File: src/rtl/btn_counter_if.sv
// Button/LED bundle for btn_counter: raw buttons in, registered count and step pulses out.
// The counter sits on the slave side; whatever drives the buttons uses the master side.
interface btn_counter_if #(
    parameter int unsigned WIDTH = 8
);
    logic             btn_up;
    logic             btn_down;
    logic [WIDTH-1:0] LD;
    logic             up_evt;
    logic             down_evt;

    modport master (output btn_up, output btn_down, input LD, input up_evt, input down_evt);
    modport slave  (input btn_up, input btn_down, output LD, output up_evt, output down_evt);
endinterface

File: src/rtl/btn_counter.sv
// Button-stepped up/down counter: per-button synchronizer, debouncer and hold/repeat FSM
// feeding a registered modulo-2^WIDTH count on LD.
module btn_counter #(
    parameter int unsigned WIDTH           = 8,
    parameter int unsigned DEBOUNCE_CYCLES = 1_000_000,
    parameter int unsigned HOLD_CYCLES     = 50_000_000,
    parameter int unsigned REPEAT_CYCLES   = 10_000_000
) (
    input  logic          clk,
    input  logic          res,
    btn_counter_if.slave  bus
);
    localparam int unsigned CW   = $clog2(DEBOUNCE_CYCLES + 1);
    localparam int unsigned TMAX = (HOLD_CYCLES > REPEAT_CYCLES) ? HOLD_CYCLES : REPEAT_CYCLES;
    localparam int unsigned TW   = $clog2(TMAX + 1);

    typedef enum logic [1:0] {IDLE, HOLD, REPEAT} state_t;

    logic [1:0]       raw;
    logic [1:0]       fire;
    logic [WIDTH-1:0] ld_q;
    logic             up_q;
    logic             down_q;

    // Channel 0 is the up button, channel 1 the down button.
    assign raw = {bus.btn_down, bus.btn_up};

    for (genvar i = 0; i < 2; i++) begin : g_path
        logic          sync1;
        logic          sync2;
        logic          deb;
        logic [CW-1:0] stab;
        logic [TW-1:0] timer;
        state_t        state;

        always_ff @(posedge clk) begin
            if (res) begin
                sync1 <= 1'b0;
                sync2 <= 1'b0;
            end else begin
                sync1 <= raw[i];
                sync2 <= sync1;
            end
        end

        always_ff @(posedge clk) begin
            if (res) begin
                deb  <= 1'b0;
                stab <= '0;
            end else if (sync2 != deb) begin
                if (stab == CW'(DEBOUNCE_CYCLES - 1)) begin
                    deb  <= ~deb;
                    stab <= '0;
                end else begin
                    stab <= stab + CW'(1);
                end
            end else begin
                stab <= '0;
            end
        end

        // IDLE is only ever occupied with deb low, so deb high there is the rising edge.
        assign fire[i] = deb && ((state == IDLE) || (timer == '0));

        always_ff @(posedge clk) begin
            if (res) begin
                state <= IDLE;
                timer <= '0;
            end else begin
                case (state)
                    IDLE: begin
                        if (deb) begin
                            state <= HOLD;
                            timer <= TW'(HOLD_CYCLES - 1);
                        end
                    end
                    HOLD, REPEAT: begin
                        if (!deb) begin
                            state <= IDLE;
                        end else if (timer == '0) begin
                            state <= REPEAT;
                            timer <= TW'(REPEAT_CYCLES - 1);
                        end else begin
                            timer <= timer - TW'(1);
                        end
                    end
                    default: state <= IDLE;
                endcase
            end
        end
    end

    always_ff @(posedge clk) begin
        if (res) begin
            ld_q   <= '0;
            up_q   <= 1'b0;
            down_q <= 1'b0;
        end else begin
            up_q   <= fire[0];
            down_q <= fire[1];
            case (fire)
                2'b01:   ld_q <= ld_q + WIDTH'(1);
                2'b10:   ld_q <= ld_q - WIDTH'(1);
                default: ld_q <= ld_q;
            endcase
        end
    end

    assign bus.LD       = ld_q;
    assign bus.up_evt   = up_q;
    assign bus.down_evt = down_q;
endmodule
File: src/flat_wrapper.sv
// flat-port wrapper written by rule: the top's interface ports become plain ports
module btn_counter_flat 
#(
    parameter int unsigned WIDTH           = 8,
    parameter int unsigned DEBOUNCE_CYCLES = 1_000_000,
    parameter int unsigned HOLD_CYCLES     = 50_000_000,
    parameter int unsigned REPEAT_CYCLES   = 10_000_000
)
  (clk, res, bus_btn_up, bus_btn_down, bus_LD, bus_up_evt, bus_down_evt);
  btn_counter_if #(.WIDTH(WIDTH)) bus_i ();
  input  logic clk;
  input  logic res;
  input wire logic [$bits(bus_i.btn_up)-1:0] bus_btn_up;
  input wire logic [$bits(bus_i.btn_down)-1:0] bus_btn_down;
  output wire logic [$bits(bus_i.LD)-1:0] bus_LD;
  output wire logic [$bits(bus_i.up_evt)-1:0] bus_up_evt;
  output wire logic [$bits(bus_i.down_evt)-1:0] bus_down_evt;
  assign bus_i.btn_up = bus_btn_up;
  assign bus_i.btn_down = bus_btn_down;
  assign bus_LD = bus_i.LD;
  assign bus_up_evt = bus_i.up_evt;
  assign bus_down_evt = bus_i.down_evt;
  btn_counter #(.WIDTH(WIDTH), .DEBOUNCE_CYCLES(DEBOUNCE_CYCLES), .HOLD_CYCLES(HOLD_CYCLES), .REPEAT_CYCLES(REPEAT_CYCLES)) u_core (.clk(clk), .res(res), .bus(bus_i));
endmodule
File: config.mk
export PLATFORM = sky130hd
export DESIGN_NAME = btn_counter_flat
export DESIGN_NICKNAME = d
export VERILOG_FILES = /design/src/rtl/btn_counter_if.sv /design/src/rtl/btn_counter.sv /design/src/flat_wrapper.sv
export SDC_FILE = /design/constraint.sdc
export NUM_CORES = 1
export LEC_CHECK = 0
export ABC_AREA = 1
export CAP_MARGIN = 20
export CORE_AREA = 2 2 128 130
export CTS_CLUSTER_SIZE = 40
export DETAILED_ROUTE_END_ITERATION = 7
export DIE_AREA = 0 0 130 132
export PLACE_DENSITY = 0.56
export SLEW_MARGIN = 30
export SYNTH_ARGS = -nofsm -noshare
export SYNTH_HDL_FRONTEND = slang
export SYNTH_SLANG_ARGS = --single-unit
File: constraint.sdc
create_clock -name clk -period 4.7 [get_ports clk]
set_input_delay 0.94 -clock clk [delete_from_list [all_inputs] [get_ports clk]]
set_output_delay 0.94 -clock clk [all_outputs]
set_load 0.01 [all_outputs]
==> impl_metrics.tcl, run 1 <==
set metrics [dict create \
    tightest_slew_ps 662 \
    cts_hold_buffers 0 \
    cts_resized 0 \
    yosys_most_used_dff "dfxtp_1" \
    worstPathRequired_ps 4930 \
    p_leak_nw 2.89 \
    final_common_cell "nand2_1" \
    grt_pass1_vias 5012 \
    synth-compound-area-share 0.110 \
    skew_ps 10.7 \
    start_util 0.392 \
    syn_to_final_growth_pct 9.78 \
    worstPathArrival_ps 3390 \
    cap_violations 0 \
    p_switching_mw 0.431 \
    multi_input_area_sq_um 3380 \
    grt_start_max_net_pins 42 \
    synth_top_family_by_area "simple AND/OR/NAND/NOR gates" \
    tns_ps 0 \
    switching_share 0.242 \
    dieArea_sq_um 17200 \
    drt_first_pass_iters 5 \
    synth_xor_xnor_area_share 0.0426 \
    hold_path_startpoint "u_core.g_path[1].sync1$_SDFF_PP0_" \
    cts_tree "built" \
    power_frac_comb 0.044 \
    timing.fmax_ghz 0.316 \
    drv_slew 0 \
    crit_type "register to register" \
    status "finished clean" \
    hold_depth 2 \
    clkPwrFrac 0.415 \
    core_area_sq_um 15700 \
    die_width_um 130 \
    syn_inst 930 \
    power.internal_mw 1.35 \
    io_pins 14 \
    synth_cell_types 40 \
    mostFrequentLayoutCells "192 x nand2_1, 162 x nor2_1, 115 x inv_1, 112 x dfxtp_1, 62 x a21oi_1" \
    htreeDepth 3 \
    syn_area_per_cell_sq_um 6.63 \
    grt.total_usage 0.165 \
    cts.sinks 112 \
    holdPathEnd "u_core.g_path[1].sync2$_SDFF_PP0_" \
    whs_ps 413 \
    final_nets 960 \
    final-seq-area_sq_um 2240 \
    synth_mux_area_frac 0 \
    worstSkewPairLatency_ps 350 \
    endpoint_kind "register" \
    place_hpwl_mm 9.86 \
    vias 5612 \
    clk_path_buf_depth 2 \
    drive_gt1_frac 0.0445 \
    syn-cell-area_sq_um 6170 \
    synth_seq_cells 112 \
    die_h_um 132 \
    grt_pass1_wl_mm 23.4 \
    powerDensity_nw_per_um2 263 \
    reg2reg_to "u_core.bus.LD[7]$_SDFFE_PP0P_" \
    postRouteAntennaNets 0 \
    first_iter_violations 314 \
    post-cts-setup-buffers 0 \
    n_antenna_cell 0 \
    r2r_cells 16 \
    power_frac_seq 0.540 \
    cts-root-buf "clkbuf_16" \
    hold_viol_final 0 \
    yosysWarnings 0 \
    finalSetupViolCount 0 \
    crit_fanout 11 \
    n_fill_cell 1645 \
    timing.rr.start "u_core.g_path[0].timer[0]$_SDFFE_PP0P_" \
    min_period_ps 3170 \
    async_flop_share 0 \
    cp-start-kind "register" \
    syn_nets 952 \
    synthAdderAreaFrac 0.0377 \
    cts_buffers 9 \
    wl_mm 13.7 \
    clk_pin_slew_ps 80 \
    hold_class "register to register" \
    rows 46 \
    gp_congestion 0.825 \
    synth-simple-area-share 0.357 \
    yosysSeqAreaShare 0.364 \
    rsz0062_at_grt "no" \
    overflow 0 \
    slew-limit-headroom 0.558 \
    vdd_drop_max_mv 0.212 \
    r2r_slack_ps 1530 \
    fin_crit_sh 0.674 \
    io_buffers 13 \
    drcViolationCount 0 \
    synth-edff-count 0 \
    wl_per_cell_um 11.8 \
    antenna_found_initial 0 \
    avgViaCountPerCell 4.84 \
]
[flip-flops by register name, summed over array words and instances, names as in the netlist]
name and flops:
u_core.bus.LD 8, u_core.bus.down_evt 1, u_core.bus.up_evt 1, u_core.g_path.deb 2
u_core.g_path.stab 40, u_core.g_path.state 4, u_core.g_path.sync1 2, u_core.g_path.sync2 2
u_core.g_path.timer 52
[cell families after synthesis]
| kind of cell | after synthesis |
|---|---|
| fa+ha+maj | 18 |
| buf+inv | 139 |
| simple gates | 506 |
| compound gates | 125 |
| flops | 112 |
| xor+xnor | 30 |
[stage by stage]
stage                util  total power, mW  std cells  instance area (sq um)  setup WS [ps]
global placement    0.413             1.07       1143                   6490           1630
floorplan               -             1.05        930                   6170           1990
global route        0.431             1.87       1159                   6770           1220
finish              0.431             1.78       1159                   6770           1530
detailed placement  0.413             1.07       1143                   6490           1540
CTS                 0.431             1.81       1159                   6770           1520
[synthesized netlist by cell type, drive strengths merged, types with 3 or more instances]
master    n  area [sq um]
clkbuf   12          45.0
nand4    26           163
nand3    61           315
or2       6          37.5
nor2    167           639
dfxtp   112          2240
ha       17           213
nor4      4          25.0
a31oi    12          75.1
o21bai    3          22.5
nand3b   11          82.6
nor3     27           140
nor3b     3          22.5
buf       7          50.1
o21ai    40           211
xor2     20           175
xnor2    10          87.6
nand2   198           758
inv     119           447
a21oi    63           319
[metal layers]
| metal | global-route usage | up-vias | part of all wire | wire length, um |
|---|---|---|---|---|
| li1 | - | 3027 | - | - |
| met1 | 0.242 | 2492 | 0.54 | 7330 |
| met2 | 0.246 | 80 | 0.42 | 5800 |
| met3 | 0.0239 | 13 | 0.027 | 371 |
| met4 | 0.0520 | 0 | 0.014 | 190 |
| met5 | 0 | - | 0 | 0 |
[power by group through the flow]
stage | combinational (mW) | clock, mW | sequential, mW
2_1_floorplan | 0.0628 | 0 | 0.983
3_3_place_gp | 0.0805 | 0 | 0.985
3_5_place_dp | 0.0804 | 0 | 0.985
4_1_cts | 0.0803 | 0.769 | 0.963
5_1_grt | 0.0922 | 0.808 | 0.965
6_report | 0.0791 | 0.740 | 0.963
[worst max-delay path by stage]
stage | from | end | slack [ps]
after floorplan | u_core.g_path[1].timer[0]$_SDFFE_PP0P_ | u_core.bus.LD[7]$_SDFFE_PP0P_ | 1990
after global placement | u_core.g_path[0].timer[0]$_SDFFE_PP0P_ | u_core.bus.LD[7]$_SDFFE_PP0P_ | 1630
after detailed placement | u_core.g_path[0].timer[0]$_SDFFE_PP0P_ | u_core.bus.LD[7]$_SDFFE_PP0P_ | 1540
after CTS | u_core.g_path[0].timer[0]$_SDFFE_PP0P_ | u_core.bus.LD[7]$_SDFFE_PP0P_ | 1520
after global routing | u_core.g_path[0].timer[0]$_SDFFE_PP0P_ | u_core.bus.LD[5]$_SDFFE_PP0P_ | 1220
final | u_core.g_path[0].timer[0]$_SDFFE_PP0P_ | u_core.bus.LD[7]$_SDFFE_PP0P_ | 1530
[critical path, stage by stage, from the launching register on]
cell and delay, ps:
dfxtp_1 310, inv_1 100, ha_1 220, nand2_1 120, nor2_2 210, nand3_1 400, nand2_1 180, nand2_1 80
ha_1 340, ha_1 390, a21o_1 190, a21boi_0 210, nand2_1 80, nand2_1 60, nand2_1 40, nand2_1 50
a21oi_1 60
[cell type report]
| class | count | area share |
|---|---|---|
| Inverter | 120 | 0.0665 |
| Clock inverter | 6 | 0.00758 |
| Timing Repair Buffer | 16 | 0.0218 |
| Tap cell | 216 | 0.0399 |
| Sequential cell | 112 | 0.331 |
| Multi-Input combinational cell | 679 | 0.499 |
| Clock buffer | 10 | 0.0338 |
No activity file was read; power rests on OpenSTA's default activity.
==> run 2: changes to the inputs <==
--- a/config.mk
+++ b/config.mk
@@ -11,7 +11,7 @@
 export CTS_CLUSTER_SIZE = 40
 export DETAILED_ROUTE_END_ITERATION = 7
 export DIE_AREA = 0 0 130 132
-export PLACE_DENSITY = 0.56
+export PLACE_DENSITY = 0.58
 export SLEW_MARGIN = 30
 export SYNTH_ARGS = -nofsm -noshare
 export SYNTH_HDL_FRONTEND = slang
==> constraint.sdc (replaced) <==
create_clock -name clk -period 2.8 [get_ports clk]
set_input_delay 0.56 -clock clk [delete_from_list [all_inputs] [get_ports clk]]
set_output_delay 0.56 -clock clk [all_outputs]
set_load 0.01 [all_outputs]
==> impl_metrics.tcl, run 2 (synthesized netlist as in run 1, its figures left out) <==
set metrics [dict create \
    status "finished clean" \
    mostFrequentLayoutCells "192 x nand2_1, 162 x nor2_1, 115 x inv_1, 112 x dfxtp_1, 62 x a21oi_1" \
    p_leak_nw 2.99 \
    start_util 0.392 \
    power_frac_seq 0.510 \
    clk_path_buf_depth 2 \
    cp-start-kind "register" \
    place_hpwl_mm 9.97 \
    grt_pass1_wl_mm 24.2 \
    endpoint_kind "register" \
    rows 46 \
    io_pins 14 \
    fin_cells 1176 \
    power_frac_comb 0.043 \
    dieArea_sq_um 17200 \
    placed_cells 1160 \
    drcViolationCount 0 \
    n_fill_cell 1613 \
    avgViaCountPerCell 4.83 \
    drt_first_pass_iters 6 \
    drv_slew 0 \
    vdd_drop_max_mv 0.267 \
    die_h_um 132 \
    cts_tree "built" \
    skew_ps 6.54 \
    die_width_um 130 \
    final_nets 977 \
    antenna_found_initial 0 \
    fin_ws_ps 260 \
    grt_pass1_vias 5275 \
    tns_ps 0 \
    placed_area_sq_um 6620 \
    io_buffers 13 \
    final_area_sq_um 6970 \
    worstSkewPairLatency_ps 360 \
    worstPathRequired_ps 3050 \
    syn_to_final_growth_pct 13.0 \
    slowest_stage "dfxtp_1" \
    wl_per_cell_um 11.8 \
    worstPathArrival_ps 2790 \
    p_switching_mw 0.729 \
    dp_slack_ps 23.9 \
    slew-limit-headroom 0.656 \
    min_period_ps 2540 \
    cts_buffers 9 \
    timing.fmax_ghz 0.394 \
    postRouteAntennaNets 0 \
    clkPwrFrac 0.447 \
    overflow 0 \
    power_mw 3.17 \
    switching_share 0.230 \
    cts.sinks 112 \
    clk_pin_slew_ps 80 \
    tightest_slew_ps 514 \
    n_antenna_cell 0 \
    cap_violations 0 \
    cpPeakStageDelay_ps 320 \
    fin_crit_sh 0.907 \
    final_common_cell "nand2_1" \
    grt_start_max_net_pins 42 \
    htreeDepth 3 \
    cts_hold_buffers 0 \
    hold_viol_final 0 \
    power.internal_mw 2.44 \
    drive_gt1_frac 0.0656 \
    cp_common_cell "nand2_1" \
    largest-register "u_core.g_path.timer" \
    crit_chain "inv_1 -> ha_1 -> nand2_1 -> nor2_2 -> nand2_1 -> inv_2 -> nand2_2 -> a21oi_4 -> ha_4 -> ha_1 -> a21oi_1 -> nand2_1 -> a21oi_1 -> xnor2_1 -> o21ai_0 -> inv_1" \
    core_area_sq_um 15700 \
    wl_mm 13.9 \
    first_iter_violations 355 \
    cts-root-buf "clkbuf_16" \
    crit_fanout 8 \
    largest_reg_flops 52 \
    gp_congestion 0.838 \
    powerDensity_nw_per_um2 455 \
    vias 5679 \
    hold_class "register to register" \
    finalSetupViolCount 0 \
    crit_type "register to register" \
    grt.total_usage 0.170 \
    rsz0062_at_grt "no" \
]
==> run 2: worst max-delay path: cells and delay by family, from the launching register on <==
family	cells	cell delay [ps]
compound gates	4	630
xor+xnor	1	70
fa+ha+maj	3	660
buf+inv	3	200
flops	1	320
simple gates	5	550
==> run 2: final timing paths <==
kind | to | start | slack, ps | cells past startpoint
max | u_core.bus.LD[5]$_SDFFE_PP0P_ | u_core.g_path[1].timer[0]$_SDFFE_PP0P_ | 260 | 16
min | u_core.g_path[0].sync2$_SDFF_PP0_ | u_core.g_path[0].sync1$_SDFF_PP0_ | 410 | 2
max reg2reg | u_core.bus.LD[5]$_SDFFE_PP0P_ | u_core.g_path[1].timer[0]$_SDFFE_PP0P_ | 260 | 16
min reg2reg | u_core.g_path[0].sync2$_SDFF_PP0_ | u_core.g_path[0].sync1$_SDFF_PP0_ | 410 | 2
==> run 2: cell type report <==
cell class	instances	area, sq um	share of cell area
multi-input cells	679	3410	0.489
repair buffers	33	275	0.0395
clock buffers	10	229	0.0329
flip-flops and latches	112	2240	0.322
inverters	120	450	0.0646
well taps	216	270	0.0388
clock inverters	6	92.6	0.0133
==> run 2: power by group through the flow <==
stage               clock network [mW]  registers, mW  logic [mW]
detailed placement                   0           1.65       0.135
finish                            1.42           1.61       0.136
floorplan                            0           1.65       0.105
global placement                     0           1.65       0.136
CTS                               1.45           1.62       0.136
global route                      1.50           1.62       0.157
==> run 2: what timing repair did <==
item	CTS	global route
buffers inserted	0	0
endpoints found under the setup margin	0	6
resized for setup	0	7
==> run 2: stage by stage <==
stage	util	hold slack, ps
final	0.443	411
after global routing	0.443	431
after CTS	0.442	415
after detailed placement	0.421	403
after global placement	0.421	405
after floorplan	-	388
==> run 2: layer usage <==
layer  global-route usage  part of all wire
met5                    0                 0
met4               0.0579             0.016
met3               0.0239             0.030
met2                0.261              0.43
met1                0.243              0.52
==> run 3: changes to the inputs <==
--- a/config.mk
+++ b/config.mk
@@ -6,12 +6,13 @@
 export NUM_CORES = 1
 export LEC_CHECK = 0
 export ABC_AREA = 1
-export CAP_MARGIN = 20
+export CAP_MARGIN = 5
 export CORE_AREA = 2 2 128 130
 export CTS_CLUSTER_SIZE = 40
 export DETAILED_ROUTE_END_ITERATION = 7
 export DIE_AREA = 0 0 130 132
 export PLACE_DENSITY = 0.58
+export SKIP_CTS_REPAIR_TIMING = 1
 export SLEW_MARGIN = 30
 export SYNTH_ARGS = -nofsm -noshare
 export SYNTH_HDL_FRONTEND = slang
==> results of run 3 <==
Same layout as run 2: the final DEF is identical, and so are final timing and power.
